==> src/rtl/ram_arbiter_if.sv <==
// Bus bundle between the two RAM requesters, the arbiter and the RAM ports.
interface ram_arbiter_if #(
    parameter int unsigned ADDR_W = 16,
    parameter int unsigned DATA_W = 16
);
    // Processor datapath side
    logic              cpu_req;
    logic              cpu_we;
    logic [ADDR_W-1:0] cpu_addr;
    logic [DATA_W-1:0] cpu_wdata;
    logic              cpu_gnt;
    logic              cpu_stall;
    logic [DATA_W-1:0] cpu_rdata;
    logic              cpu_valid;
    // Loader / debug side
    logic              ldr_req;
    logic              ldr_we;
    logic [ADDR_W-1:0] ldr_addr;
    logic [DATA_W-1:0] ldr_wdata;
    logic              ldr_gnt;
    logic [DATA_W-1:0] ldr_rdata;
    logic              ldr_valid;
    // RAM side
    logic              ram_we;
    logic [ADDR_W-1:0] ram_addr;
    logic [DATA_W-1:0] ram_wdata;
    logic [DATA_W-1:0] ram_rdata;

    // Arbiter view
    modport slave (
        input  cpu_req, cpu_we, cpu_addr, cpu_wdata,
        output cpu_gnt, cpu_stall, cpu_rdata, cpu_valid,
        input  ldr_req, ldr_we, ldr_addr, ldr_wdata,
        output ldr_gnt, ldr_rdata, ldr_valid,
        output ram_we, ram_addr, ram_wdata,
        input  ram_rdata
    );

    // Requesters-plus-RAM view
    modport master (
        output cpu_req, cpu_we, cpu_addr, cpu_wdata,
        input  cpu_gnt, cpu_stall, cpu_rdata, cpu_valid,
        output ldr_req, ldr_we, ldr_addr, ldr_wdata,
        input  ldr_gnt, ldr_rdata, ldr_valid,
        input  ram_we, ram_addr, ram_wdata,
        output ram_rdata
    );
endinterface

==> src/rtl/ram_arbiter.sv <==
// Single-port RAM arbiter between the processor and the loader/debug port.
// Single-cycle grant, burst hold with a bounded streak under contention.
module ram_arbiter #(
    parameter int unsigned ADDR_W   = 16,
    parameter int unsigned DATA_W   = 16,
    parameter int unsigned MAX_HOLD = 4
) (
    input logic         clk,
    input logic         reset,
    ram_arbiter_if.slave bus
);
    localparam int unsigned CW = $clog2(MAX_HOLD + 1);
    localparam logic [CW-1:0] HoldMax = CW'(MAX_HOLD);
    localparam logic [CW-1:0] HoldOne = CW'(1);

    typedef enum logic [1:0] {
        OwnNone = 2'd0,
        OwnCpu  = 2'd1,
        OwnLdr  = 2'd2
    } owner_t;

    owner_t            owner_q;
    logic [CW-1:0]     hold_cnt_q;
    logic              cpu_valid_q;
    logic              ldr_valid_q;
    logic [DATA_W-1:0] cpu_rdata_q;
    logic [DATA_W-1:0] ldr_rdata_q;
    logic              gnt_cpu;
    logic              gnt_ldr;

    // Grant selection: owner keeps the RAM until its streak expires under contention
    always_comb begin
        gnt_cpu = 1'b0;
        gnt_ldr = 1'b0;
        if (owner_q == OwnCpu && bus.cpu_req && (hold_cnt_q < HoldMax || !bus.ldr_req)) begin
            gnt_cpu = 1'b1;
        end else if (owner_q == OwnLdr && bus.ldr_req &&
                     (hold_cnt_q < HoldMax || !bus.cpu_req)) begin
            gnt_ldr = 1'b1;
        end else if (bus.cpu_req && bus.ldr_req) begin
            // Hand over to the non-owner; with no owner the processor wins
            if (owner_q == OwnCpu) gnt_ldr = 1'b1;
            else                   gnt_cpu = 1'b1;
        end else if (bus.cpu_req) begin
            gnt_cpu = 1'b1;
        end else if (bus.ldr_req) begin
            gnt_ldr = 1'b1;
        end
    end

    // Ownership, streak counter and registered read returns
    always_ff @(posedge clk) begin
        if (reset) begin
            owner_q     <= OwnNone;
            hold_cnt_q  <= '0;
            cpu_valid_q <= 1'b0;
            ldr_valid_q <= 1'b0;
            cpu_rdata_q <= '0;
            ldr_rdata_q <= '0;
        end else begin
            if (gnt_cpu) begin
                if (owner_q == OwnCpu) begin
                    if (hold_cnt_q != HoldMax) hold_cnt_q <= hold_cnt_q + HoldOne;
                end else begin
                    owner_q    <= OwnCpu;
                    hold_cnt_q <= HoldOne;
                end
            end else if (gnt_ldr) begin
                if (owner_q == OwnLdr) begin
                    if (hold_cnt_q != HoldMax) hold_cnt_q <= hold_cnt_q + HoldOne;
                end else begin
                    owner_q    <= OwnLdr;
                    hold_cnt_q <= HoldOne;
                end
            end else begin
                hold_cnt_q <= '0;
            end

            cpu_valid_q <= gnt_cpu & ~bus.cpu_we;
            ldr_valid_q <= gnt_ldr & ~bus.ldr_we;
            if (gnt_cpu && !bus.cpu_we) cpu_rdata_q <= bus.ram_rdata;
            if (gnt_ldr && !bus.ldr_we) ldr_rdata_q <= bus.ram_rdata;
        end
    end

    assign bus.cpu_gnt   = gnt_cpu;
    assign bus.ldr_gnt   = gnt_ldr;
    assign bus.cpu_stall = bus.cpu_req & ~gnt_cpu;

    // A result already in flight when reset rises is suppressed, not delivered
    assign bus.cpu_valid = cpu_valid_q & ~reset;
    assign bus.ldr_valid = ldr_valid_q & ~reset;
    assign bus.cpu_rdata = reset ? '0 : cpu_rdata_q;
    assign bus.ldr_rdata = reset ? '0 : ldr_rdata_q;

    // RAM drive: processor is the default address source when idle
    assign bus.ram_addr  = gnt_ldr ? bus.ldr_addr  : bus.cpu_addr;
    assign bus.ram_wdata = gnt_ldr ? bus.ldr_wdata : bus.cpu_wdata;
    assign bus.ram_we    = ~reset & ((gnt_cpu & bus.cpu_we) | (gnt_ldr & bus.ldr_we));
endmodule

==> src/flat_wrapper.sv <==
// flat-port wrapper written by rule: the top's interface ports become plain ports
module ram_arbiter_flat 
#(
    parameter int unsigned ADDR_W   = 16,
    parameter int unsigned DATA_W   = 16,
    parameter int unsigned MAX_HOLD = 4
)
  (clk, reset, bus_cpu_req, bus_cpu_we, bus_cpu_addr, bus_cpu_wdata, bus_cpu_gnt, bus_cpu_stall, bus_cpu_rdata, bus_cpu_valid, bus_ldr_req, bus_ldr_we, bus_ldr_addr, bus_ldr_wdata, bus_ldr_gnt, bus_ldr_rdata, bus_ldr_valid, bus_ram_we, bus_ram_addr, bus_ram_wdata, bus_ram_rdata);
  ram_arbiter_if #(.ADDR_W(ADDR_W), .DATA_W(DATA_W)) bus_i ();
  input logic clk;
  input logic reset;
  input wire logic [$bits(bus_i.cpu_req)-1:0] bus_cpu_req;
  input wire logic [$bits(bus_i.cpu_we)-1:0] bus_cpu_we;
  input wire logic [$bits(bus_i.cpu_addr)-1:0] bus_cpu_addr;
  input wire logic [$bits(bus_i.cpu_wdata)-1:0] bus_cpu_wdata;
  output wire logic [$bits(bus_i.cpu_gnt)-1:0] bus_cpu_gnt;
  output wire logic [$bits(bus_i.cpu_stall)-1:0] bus_cpu_stall;
  output wire logic [$bits(bus_i.cpu_rdata)-1:0] bus_cpu_rdata;
  output wire logic [$bits(bus_i.cpu_valid)-1:0] bus_cpu_valid;
  input wire logic [$bits(bus_i.ldr_req)-1:0] bus_ldr_req;
  input wire logic [$bits(bus_i.ldr_we)-1:0] bus_ldr_we;
  input wire logic [$bits(bus_i.ldr_addr)-1:0] bus_ldr_addr;
  input wire logic [$bits(bus_i.ldr_wdata)-1:0] bus_ldr_wdata;
  output wire logic [$bits(bus_i.ldr_gnt)-1:0] bus_ldr_gnt;
  output wire logic [$bits(bus_i.ldr_rdata)-1:0] bus_ldr_rdata;
  output wire logic [$bits(bus_i.ldr_valid)-1:0] bus_ldr_valid;
  output wire logic [$bits(bus_i.ram_we)-1:0] bus_ram_we;
  output wire logic [$bits(bus_i.ram_addr)-1:0] bus_ram_addr;
  output wire logic [$bits(bus_i.ram_wdata)-1:0] bus_ram_wdata;
  input wire logic [$bits(bus_i.ram_rdata)-1:0] bus_ram_rdata;
  assign bus_i.cpu_req = bus_cpu_req;
  assign bus_i.cpu_we = bus_cpu_we;
  assign bus_i.cpu_addr = bus_cpu_addr;
  assign bus_i.cpu_wdata = bus_cpu_wdata;
  assign bus_cpu_gnt = bus_i.cpu_gnt;
  assign bus_cpu_stall = bus_i.cpu_stall;
  assign bus_cpu_rdata = bus_i.cpu_rdata;
  assign bus_cpu_valid = bus_i.cpu_valid;
  assign bus_i.ldr_req = bus_ldr_req;
  assign bus_i.ldr_we = bus_ldr_we;
  assign bus_i.ldr_addr = bus_ldr_addr;
  assign bus_i.ldr_wdata = bus_ldr_wdata;
  assign bus_ldr_gnt = bus_i.ldr_gnt;
  assign bus_ldr_rdata = bus_i.ldr_rdata;
  assign bus_ldr_valid = bus_i.ldr_valid;
  assign bus_ram_we = bus_i.ram_we;
  assign bus_ram_addr = bus_i.ram_addr;
  assign bus_ram_wdata = bus_i.ram_wdata;
  assign bus_i.ram_rdata = bus_ram_rdata;
  ram_arbiter #(.ADDR_W(ADDR_W), .DATA_W(DATA_W), .MAX_HOLD(MAX_HOLD)) u_core (.clk(clk), .reset(reset), .bus(bus_i));
endmodule
==> config.mk <==
export PLATFORM = sky130hd
export DESIGN_NAME = ram_arbiter_flat
export DESIGN_NICKNAME = d
export VERILOG_FILES = /design/src/rtl/ram_arbiter_if.sv /design/src/rtl/ram_arbiter.sv /design/src/flat_wrapper.sv
export SDC_FILE = /design/constraint.sdc
export NUM_CORES = 1
export LEC_CHECK = 0
export BUFFER_PORTS_ARGS = -buffer_cell sky130_fd_sc_hd__buf_2
export CAP_MARGIN = 30
export CORE_MARGIN = 5
export CORE_UTILIZATION = 30
export CTS_BUF_LIST = sky130_fd_sc_hd__clkbuf_16
export DETAILED_ROUTE_END_ITERATION = 10
export HOLD_SLACK_MARGIN = 0.15
export PLACE_DENSITY_LB_ADDON = 0.05
export SETUP_SLACK_MARGIN = 0.2
export SKIP_CTS_REPAIR_TIMING = 1
export SLEW_MARGIN = 20
export SYNTH_ARGS = -nofsm -noshare
export SYNTH_HDL_FRONTEND = slang
export SYNTH_SLANG_ARGS = --single-unit
==> constraint.sdc <==
create_clock -name clk -period 2.19 [get_ports clk]
set_clock_uncertainty 0.1 [all_clocks]
set_input_delay 0.3285 -clock clk [delete_from_list [all_inputs] [get_ports clk]]
set_output_delay 0.3285 -clock clk [all_outputs]
set_load 0.02 [all_outputs]
=== Word-level counts from Yosys, hierarchy flattened ===
Index checks and enable logic that the tools add are counted.

* Flip-flop bits (word level): 39
* Bits of input ports: 86
* Output and inout bits: 70

* Add/sub/neg operators: 1
* Magnitude comparators: 1
* Equal/unequal tests: 5
* Multiplexer cells: 24
* Bitwise logic cells: 13
* Reductions and logical operators: 15

{| class="wikitable"
|+ Operator list
! cell !! number
|-
| $mux W16 || 4
|-
| $mux W3 || 5
|-
| $mux W1 || 11
|-
| $and A1 B1 Y1 || 8
|-
| $mux W2 || 4
|-
| $logic_and A1 B1 Y1 || 7
|-
| $logic_not A1 Y1 || 4
|-
| $not A1 Y1 || 4
|-
| $add A3 B1 Y3 const B || 1
|-
| $lt A3 B3 Y1 const B || 1
|-
| $ne A3 B3 Y1 const B || 1
|-
| $reduce_and A3 Y1 || 1
|-
| $eq A2 B1 Y1 const B || 1
|-
| $eq A2 B2 Y1 const B || 1
|-
| $logic_or A1 B1 Y1 || 2
|-
| $ne A2 B1 Y1 const B || 1
|-
| $ne A2 B2 Y1 const B || 1
|-
| $reduce_bool A2 Y1 || 1
|-
| $or A1 B1 Y1 || 1
|}

=== Logic depth before layout (Yosys ltp) ===
Gate-level depths: netlist of the first run.

* Depth in word-level cells: 8
* Gate-level depth with buffers: 7
* Mapped depth without buffers: 5

=== Least setup slack after synthesis of the first run ===
No wires, ideal clock.

* Kind: register -> output
* From: register u_core.hold_cnt_q[2]
* To: output port bus_ram_addr[10]
* Arrival time: 1787 ps
* Required time: 1762 ps
* Setup slack: -25 ps
* Stages on the path, launching flop included: 6
* Buffers on the path: 2
* Path through: dfxtp_1 > buf_2 > or3b_4 > a31oi_4 > buf_2 > mux2_2

* Cells in the longest elaborated chain, start to end: 6
* Elaborated cells on any way between the ends: 8
* Those cells by class: order compare (1); mux (3); reduce/logical (4)

{| class="wikitable"
|+ RTL lines
! element !! line !! RTL
|-
| start, declared || ram_arbiter.sv:23 || <nowiki>logic [CW-1:0] hold_cnt_q;</nowiki>
|-
| start signal, assigned || ram_arbiter.sv:63 || <nowiki>if (hold_cnt_q != HoldMax) hold_cnt_q <= hold_cnt_q + HoldOne;</nowiki>
|-
| start signal, assigned || ram_arbiter.sv:66 || <nowiki>hold_cnt_q <= HoldOne;</nowiki>
|-
| start signal, assigned || ram_arbiter.sv:70 || <nowiki>if (hold_cnt_q != HoldMax) hold_cnt_q <= hold_cnt_q + HoldOne;</nowiki>
|-
| $lt A3 B3 Y1 * || ram_arbiter.sv:35, ram_arbiter.sv:38 ||
|-
| $logic_or A1 B1 Y1 || ram_arbiter.sv:38 || <nowiki>(hold_cnt_q < HoldMax || !bus.cpu_req)) begin</nowiki>
|-
| $logic_and A1 B1 Y1 || ram_arbiter.sv:37 || <nowiki>end else if (owner_q == OwnLdr && bus.ldr_req &&</nowiki>
|-
| $mux W1 || ram_arbiter.sv:37 ||
|-
| $mux W1 * || ram_arbiter.sv:35 || <nowiki>if (owner_q == OwnCpu && bus.cpu_req && (hold_cnt_q < HoldMax || !bus.ldr_req)) begin</nowiki>
|-
| via bus_ldr_gnt || flat_wrapper.sv:24 || <nowiki>output wire logic [$bits(bus_i.ldr_gnt)-1:0] bus_ldr_gnt;</nowiki>
|-
| $mux W16 * || ram_arbiter.sv:97 || <nowiki>assign bus.ram_addr = gnt_ldr ? bus.ldr_addr : bus.cpu_addr;</nowiki>
|-
| end, declared || flat_wrapper.sv:28 || <nowiki>output wire logic [$bits(bus_i.ram_addr)-1:0] bus_ram_addr;</nowiki>
|}

Mark *: on every way through the listed nets, which the timed path passes. The rest lies on a longest branch.

=== Worst setup path after layout of the first run ===
* From: register u_core.owner_q[1]
* To: output port bus_ram_addr[8]

* Cells in the longest elaborated chain, start to end: 6
* Elaborated cells on any way between the ends: 11
* Those cells by class: eq/ne (2); mux (5); reduce/logical (4)

{| class="wikitable"
|+ RTL lines
! element !! line !! RTL
|-
| start, declared || ram_arbiter.sv:22 || <nowiki>owner_t owner_q;</nowiki>
|-
| start signal, assigned || ram_arbiter.sv:54 || <nowiki>owner_q <= OwnNone;</nowiki>
|-
| start signal, assigned || ram_arbiter.sv:65 || <nowiki>owner_q <= OwnCpu;</nowiki>
|-
| start signal, assigned || ram_arbiter.sv:72 || <nowiki>owner_q <= OwnLdr;</nowiki>
|-
| $eq A2 B1 Y1 / $eq A2 B2 Y1 (equally long branches) || ram_arbiter.sv:35, ram_arbiter.sv:42, ram_arbiter.sv:37 ||
|-
| $mux W1 / $logic_and A1 B1 Y1 (equally long branches) || ram_arbiter.sv:42, ram_arbiter.sv:37 ||
|-
| $mux W1 / $logic_and A1 B1 Y1 (equally long branches) || ram_arbiter.sv:40, ram_arbiter.sv:37 ||
|-
| $mux W1 || ram_arbiter.sv:37 ||
|-
| $mux W1 * || ram_arbiter.sv:35 ||
|-
| $mux W16 * || ram_arbiter.sv:97 ||
|}

Every way passes the cells marked *; elsewhere a longest branch is shown, timed or not.

==> results.md, run 1 <==
Timing:
- The number of slew-limit violations in the final report came to 0.
- Setup repair after global routing could not meet its margin everywhere.
- The post-route minimum period is 2390 ps.
- The number of hold violations in the final report is 0.
- Hold is met by between 150 and 200 ps.
- In this run the tightest slew margin relative to its limit is 79.6%.
- The worst setup margin is -199 ps.
- The maximum operating frequency is between 400 and 500 MHz.
- Setup violations remaining at the end of the flow were counted as 33.
- The actual transition at the worst max-transition pin is between 300 and 400 ps.
- The final clock period utilization by the worst path is 109%.

Critical path:
- Counting cells, the worst reg-to-reg path comes to 7.
- Along the worst path, the maximum fanout reaches 7.
- The critical-path cell with the highest stage delay is sky130_fd_sc_hd__or3b_4.
- The required arrival time at the worst endpoint is about 1800 ps.
- STA classifies the critical path endpoint as a primary output.
- The signal arrival time at the worst endpoint is about 2000 ps.
- For this run, the slowest stage of the critical path takes between 300 and 400 ps.
- By startpoint and endpoint, the worst setup path is classified as flip-flop to primary output.
- The kind of cell adding the most delay to the critical path is buffers and inverters.
- The number of buffers and inverters on the critical path is 3.
- The signal on the critical path passes through or3b_4, a31oi_4, buf_12, clkbuf_16, mux2_4, buf_6.
- The number of cells on the critical path is 6.
- The kind of start point of the critical path is a flip-flop.

Routing:
- The first routing iteration left 17 violations.
- The DRC violation count after routing is 0.
- After detailed routing, the total wire length is ~7500 um.
- The first-pass iteration count of the detailed router is 4.
- The detail route stage leaves a number of antenna-violating nets equal to 0.
- Using the TritonRoute via totals, the vias-per-cell ratio works out to about 4.3.
- The vias after detailed routing is around 2200.
- The average detailed-routed wire length per instance is approximately 15 um.

Clocking:
- The tree is rooted in a sky130_fd_sc_hd__clkbuf_16.
- Clock latency on the worst-skew pair, taken at its later pin, is approximately 280 ps.
- The maximum clock insertion buffer count is 2.
- The number of H-tree branching levels is 2.
- The tree built by TritonCTS fans out to 39 sinks.
- The TritonCTS clock tree is yes.
- The total clock buffers created by CTS is 5.
- After clock tree synthesis, the clock-pin slew on the worst setup and hold paths is roughly 60 ps.

Floorplanning:
- The standard cell core area is 7330 um2.
- The number of core rows is 31.
- Pin placement for this block handled roughly 160 I/O pins.
- The area enclosed by the die boundary is approximately 9400 um2.
- The width of the chip is a little under 100 um.
- For this configuration, the core starts out at a cell density of 31.0%.
- From bottom edge to top edge, the die measures about 97 um.

Pwr:
- Power spread over the standard cell area amounts to between 500 and 600 nW/um2.
- The worst-case IR drop observed on VDD is 0.294 mV.
- The static leakage is about 0.0021 uW.

GRT:
- The initial antenna violation count is 0.
- The via count of the first global-routing pass came to approximately 2200.
- The pin count of the biggest net entering global routing is between 50 and 60.
- The sum of overflow across all layers after global routing is 0.
- Global routing consumed, over all layers together, 13.7% of the routing resources.
- The global-route wire length before repair is around 11000 um.

Final layout:
- The proportion of layout cells with a drive suffix above 1 is around 55%.
- The finished layout cell area is just under 4000 um2.
- The finished layout holds a little over 500 standard cells, fillers aside.
- The final layout contains 499 nets.
- 0 antenna diodes ended up in the layout.
- The number of fill cells in the layout is between 600 and 700.
- The synthesis-to-layout area growth is 70.5%.

Run:
- Max-cap violations in this run came to 0.

Logic synthesis:
- Summed over all instances, the cell type with the most area after synthesis is sky130_fd_sc_hd__dfxtp_1.
- Counting every net in the synthesized netlist gives between 300 and 400.
- The cell count after synthesis is 244.
- The mean instance size in the synthesized netlist is 9.31 um2.
- The synthesized cell area is ~2300 um2.
- Synthesis inferred 39 register bits.
- Summing the sequential cell areas from Yosys gives 34.4% of the chip area.
- The count of cell types in the netlist is 31.
- The number of warnings issued by yosys is 0.
- Sorting the synthesized cells by area gives the leading types as sky130_fd_sc_hd__dfxtp_1, sky130_fd_sc_hd__mux2_2, sky130_fd_sc_hd__mux2i_1.
- The synthesized design devotes to its leading area cell type between 30% and 40% of total area.

Placed design:
- The placed instance area is roughly 3300 um2.
- The HPWL after detailed placement is about 5200 um.
- The pre-CTS setup slack is slightly above 80 ps.
- The total instance count after detailed placement is 492.
- Routability-driven placement finished with a final weighted congestion of approximately 0.84.
- Buffers placed on the I/O ports in this run total around 160.

Run status:
- The checks that failed: setup timing.
- The flow ran to the end, but the final reports show violations.

Hold path:
- The number of instances on the worst hold path is 2.
- In this run the worst hold path is classified as input port to flip-flop.
[routing by layer]
metal	share of wire, %	GRT usage, %
met1	44	16.7
met5	0	0
met4	0.79	2.92
met2	49	23.7
met3	7.0	4.32
[power by group]
part	internal [uW]	leakage, uW	total, uW	switching, uW
Sequential	743	0.000320	753	9.76
Clock	426	0.0000664	726	300
Combinational	348	0.00176	637	289
Total	1520	0.00215	2120	599
[cell type report]
cell class / count / area (um2) / area share [%]
Sequential cell: 39 / 785 / 20.2
Clock buffer: 5 / 125 / 3.23
Clock inverter: 3 / 23.8 / 0.613
Inverter: 40 / 150 / 3.87
Tap cell: 99 / 124 / 3.20
Timing Repair Buffer: 174 / 1250 / 32.2
Multi-Input combinational cell: 151 / 1420 / 36.6
[registers in the layout, indices dropped and copies added (netlist names)]
| name | cells |
|---|---|
| u_core.owner_q | 2 |
| u_core.ldr_valid_q | 1 |
| u_core.cpu_valid_q | 1 |
| u_core.ldr_rdata_q | 16 |
| u_core.cpu_rdata_q | 16 |
| u_core.hold_cnt_q | 3 |
[stage by stage]
step                power (uW)  utilization (%)  TNS, ps
global placement          1280             45.0        0
finish                    2120             52.9    -6040
detailed placement        1280             45.0        0
global route              2210             52.9    -7560
CTS                       2020             47.0    -5980
floorplan                 1100                -        0
[cells by family after synthesis]
| kind of cell | count (synthesis) | synth area share [%] |
|---|---|---|
| compound gates | 12 | 4.85 |
| flops | 39 | 34.4 |
| mux | 64 | 30.0 |
| fa+ha+maj | 2 | 1.10 |
| xor+xnor | 1 | 0.386 |
| buf+inv | 54 | 10.1 |
| simple gates | 72 | 19.3 |
[cell usage after synthesis]
cell type                   instances
sky130_fd_sc_hd__a2bb2oi_1          1
sky130_fd_sc_hd__buf_6              1
sky130_fd_sc_hd__buf_8              1
sky130_fd_sc_hd__ha_1               2
sky130_fd_sc_hd__dfxtp_1           39
sky130_fd_sc_hd__and2_1             1
sky130_fd_sc_hd__a22oi_1            1
sky130_fd_sc_hd__and2b_1            1
sky130_fd_sc_hd__mux2_2            32
sky130_fd_sc_hd__nor3_1             1
sky130_fd_sc_hd__o21ai_0            3
sky130_fd_sc_hd__nand4b_1           1
sky130_fd_sc_hd__o311ai_2           1
sky130_fd_sc_hd__a221oi_1           2
sky130_fd_sc_hd__nand3b_1           2
sky130_fd_sc_hd__xnor2_1            1
sky130_fd_sc_hd__buf_2              6
sky130_fd_sc_hd__or3b_4             1
sky130_fd_sc_hd__nand3_1            2
sky130_fd_sc_hd__a22o_1             1
sky130_fd_sc_hd__o211a_1            1
sky130_fd_sc_hd__nand2_1            5
sky130_fd_sc_hd__nand2b_1          49
sky130_fd_sc_hd__clkbuf_1           6
sky130_fd_sc_hd__a31oi_4            1
sky130_fd_sc_hd__nor2b_1            5
sky130_fd_sc_hd__nor2_2             1
sky130_fd_sc_hd__a21oi_1            1
sky130_fd_sc_hd__inv_1             40
sky130_fd_sc_hd__nor2_1             3
sky130_fd_sc_hd__mux2i_1           32
[worst paths after layout]
path,from,end,slack (ps)
setup / recovery,u_core.owner_q[1],bus_ram_addr[8],-200
hold / removal,bus_cpu_we,u_core.cpu_valid_q,160
setup reg to reg,u_core.owner_q[1],u_core.ldr_rdata_q[5],210
hold reg to reg,u_core.cpu_rdata_q[6],u_core.cpu_rdata_q[6],380
[cells in the final DEF, fill, tap and decap left out, types with 2 or more instances in the layout]
cell,synthesis,routed
sky130_fd_sc_hd__buf_4,0,6
sky130_fd_sc_hd__nor2_2,1,2
sky130_fd_sc_hd__mux2_4,0,32
sky130_fd_sc_hd__o21ai_0,3,3
sky130_fd_sc_hd__nand2_1,5,5
sky130_fd_sc_hd__clkinvlp_4,0,2
sky130_fd_sc_hd__clkbuf_16,0,10
sky130_fd_sc_hd__dfxtp_2,0,3
sky130_fd_sc_hd__inv_1,40,39
sky130_fd_sc_hd__buf_6,1,30
sky130_fd_sc_hd__nand3b_1,2,2
sky130_fd_sc_hd__buf_2,6,128
sky130_fd_sc_hd__buf_12,0,5
sky130_fd_sc_hd__dfxtp_1,39,36
sky130_fd_sc_hd__mux2i_1,32,32
sky130_fd_sc_hd__nor2b_1,5,5
sky130_fd_sc_hd__a221oi_1,2,2
sky130_fd_sc_hd__ha_1,2,2
sky130_fd_sc_hd__nand3_1,2,2
sky130_fd_sc_hd__nand2b_1,49,48
Note: power is estimated with default switching activity, not from simulation.
==> run 2: changes to the inputs <==
--- a/config.mk
+++ b/config.mk
@@ -12,6 +12,7 @@
 export CTS_BUF_LIST = sky130_fd_sc_hd__clkbuf_16
 export DETAILED_ROUTE_END_ITERATION = 10
 export HOLD_SLACK_MARGIN = 0.15
+export MAX_ROUTING_LAYER = met4
 export PLACE_DENSITY_LB_ADDON = 0.05
 export SETUP_SLACK_MARGIN = 0.2
 export SKIP_CTS_REPAIR_TIMING = 1
==> constraint.sdc (replaced) <==
create_clock -name clk -period 2.9 [get_ports clk]
set_clock_uncertainty 0.1 [all_clocks]
set_input_delay 0.435 -clock clk [delete_from_list [all_inputs] [get_ports clk]]
set_output_delay 0.435 -clock clk [all_outputs]
set_load 0.02 [all_outputs]
==> results.md, run 2 (synthesis results as in run 1) <==
Timing:
- Setup repair after global routing left no endpoint under its margin.
- The worst hold slack is 272 ps (+116 ps).
- The actual transition at the worst max-transition pin is 709 ps (+403 ps).
- The setup total negative slack is 0 ps (+6040 ps).
- The number of hold violations in the final report was 0 (unchanged).
- The maximum operating frequency is about 380 MHz.
- After layout, the minimum clock period comes to about 2600 ps.
- The worst slew margin relative to its limit is 52.7% (-27 points).
- The number of slew-limit violations in the final report is 0 (unchanged).
- The count of endpoints failing setup in the final report is 0 (-100%).
- The final clock period utilization by the worst path is 89.6%.

Routing:
- The first-pass iteration count of the detailed router is 4 (unchanged).
- The total wirelength of the detailed-routed design is 6500 um (-13%).
- The detailed-route vias per instance came to 4.32 (about the same).
- The vias after detailed routing came to 2141 (-2.9%).
- The violation count after the first detailed-routing iteration is 81 (+64).
- The average detailed-routed wire length per instance came to 13.1 um (-10%).
- The number of nets with antenna violations after detailed routing is 0 (unchanged).
- The DRC violation count after routing is 0 (unchanged).

Final layout:
- The library cell used most frequently in the layout, excluding fill and tap cells, is sky130_fd_sc_hd__buf_2.
- The proportion of layout cells with a drive suffix above 1 was 50.6% (-4.5 points).
- The finished layout cell area is 3280 um2 (-15%).
- The number of cells in the finished layout apart from fillers was 496 (-2.9%).
- The number of antenna cells inserted came to 0 (unchanged).
- The number of nets in the finished design is 484 (-3.0%).
- The number of fill cells in the layout is 762 (+13%).
- The share of the core filled with cells is 44.7% (-8.2 points).
- The library cells used most frequently in the layout, excluding fill and tap cells, are sky130_fd_sc_hd__buf_2, sky130_fd_sc_hd__nand2b_1, sky130_fd_sc_hd__inv_1.
- The synthesis-to-layout area growth is 44.2%.
- The largest registers in the layout are u_core.cpu_rdata_q (16), u_core.ldr_rdata_q (16), u_core.hold_cnt_q (3).

Placed design:
- The number of port buffers is 155 (unchanged).
- The HPWL after detailed placement was 5150 um (-1.4%).
- The placed instance area is 3140 um2 (-4.9%).
- The total instance count after detailed placement is 488 (-0.81%).
- The final RePlAce weighted congestion is 0.861 (+2.1%).

Critical path:
- The kind of cell adding the most delay to the critical path is flip-flops.
- The critical-path maximum fanout was 35 (+28).
- The sum of buffers and inverters on the critical path was 2 (-1).
- The signal arrival time at the worst endpoint is 2060 ps (+100 ps).
- The startpoint-to-endpoint class of the critical path is flip-flop to primary output.
- The slowest stage of the critical path belongs to the cell sky130_fd_sc_hd__dfxtp_1.
- STA classifies the critical path startpoint as a flip-flop.
- The critical path goes through or3b_4, a31oi_4, buf_12, mux2_2, buf_2.
- The required arrival time at the worst endpoint came to 2370 ps (+610 ps).
- The longest individual stage delay on the worst path is 410 ps (+30 ps).
- The worst setup path is captured at a primary output.

Floorplanning:
- The area enclosed by the die boundary is 9410 um2 (unchanged).
- The number of core rows is 31 (unchanged).
- The count of pins on the block boundary is 156 (unchanged).
- The standard cell core area is 7330 um2 (unchanged).
- The starting density of the core is 31.0% (unchanged).
- The width of the chip came to 97.0 um (unchanged).
- The chip height is 97.0 um (unchanged).

Clocking:
- The CTS clock-pin slew for the worst setup and hold paths is 50 ps (about the same).
- The number of H-tree branching levels is 2 (unchanged).
- TritonCTS built the clock tree.
- The number of sinks driven by the clock tree came to 39 (unchanged).
- The maximum clock insertion buffer count came to 2 (unchanged).
- The root buffer cell chosen for the clock tree is sky130_fd_sc_hd__clkbuf_16.
- The clock latency on the worst-skew pair is 270 ps (about the same).
- The total clock buffers created by CTS is 5 (unchanged).

Pwr:
- The static leakage was 0.00184 uW (-14%).
- The highest ir drop seen on vdd is 0.280 mV (-4.8%).
- The power per standard cell area is 437 nW/um2 (-20%).

GRT:
- The global-route total usage across every layer is 14.0% (+0.28 points).
- The pin count of the biggest net entering global routing is 55 (-5.2%).
- The global-route wire length before repair came to 10800 um (+0.52%).
- The initial antenna violation count came to 0 (unchanged).
- The sum of overflow across all layers after global routing is 0 (unchanged).
- The via count of the first global-routing pass is 2160 (-0.83%).

Hold path:
- The classification of the worst-slack hold path is input port to flip-flop.

Run status:
- The flow ran to the end, and the final reports show no timing, DRC or antenna violations.

Run:
- The max capacitance violation total is 0 (unchanged).
[run 2: cell count changes in the layout (fill, tap and decap cells not counted), sizes merged]
| cell | before | now |
|---|---|---|
| clkbuf | 10 | 5 |
| inv | 41 | 40 |
| buf | 169 | 159 |
| clkinv | 0 | 2 |
| clkinvlp | 2 | 1 |
[run 2: per-stage QoR]
step / worst slack, ps / total power (uW)
detailed placement: 594 / 935
global placement: 607 / 935
CTS: 290 / 1460
floorplan: 578 / 801
finish: 301 / 1430
global route: 222 / 1510
[run 2: final cells by class]
type / instances / area (um2) / area share [%]
clock inverter: 3 / 15.0 / 0.458
sequential: 39 / 781 / 23.8
inverter: 40 / 150 / 4.58
multi-input combinational: 151 / 1260 / 38.5
timing repair buffer: 159 / 818 / 25.0
clock buffer: 5 / 125 / 3.82
tap: 99 / 124 / 3.78
[run 2: final timing paths]
check                        start  depth (start not counted)                endpoint  slack [ps]
max              u_core.owner_q[1]                          5        bus_ram_wdata[6]         300
min                     bus_cpu_we                          2      u_core.cpu_valid_q         270
max reg2reg      u_core.owner_q[1]                          6  u_core.ldr_rdata_q[14]         810
min reg2reg  u_core.ldr_rdata_q[5]                          2   u_core.ldr_rdata_q[5]         380
[run 2: per-layer routing]
layer,GRT usage [%],share of wire (%),up-vias
li1,-,-,1084
met1,16.6,42,938
met2,22.5,46,107
met3,4.24,9.1,12
met4,4.86,2.4,0
met5,-,0,-
[run 2: report_power, final]
| part | total (uW) | internal, uW | switching [uW] |
|---|---|---|---|
| clock | 512 | 312 | 200 |
| sequential | 571 | 561 | 9.70 |
| combinational | 348 | 164 | 185 |
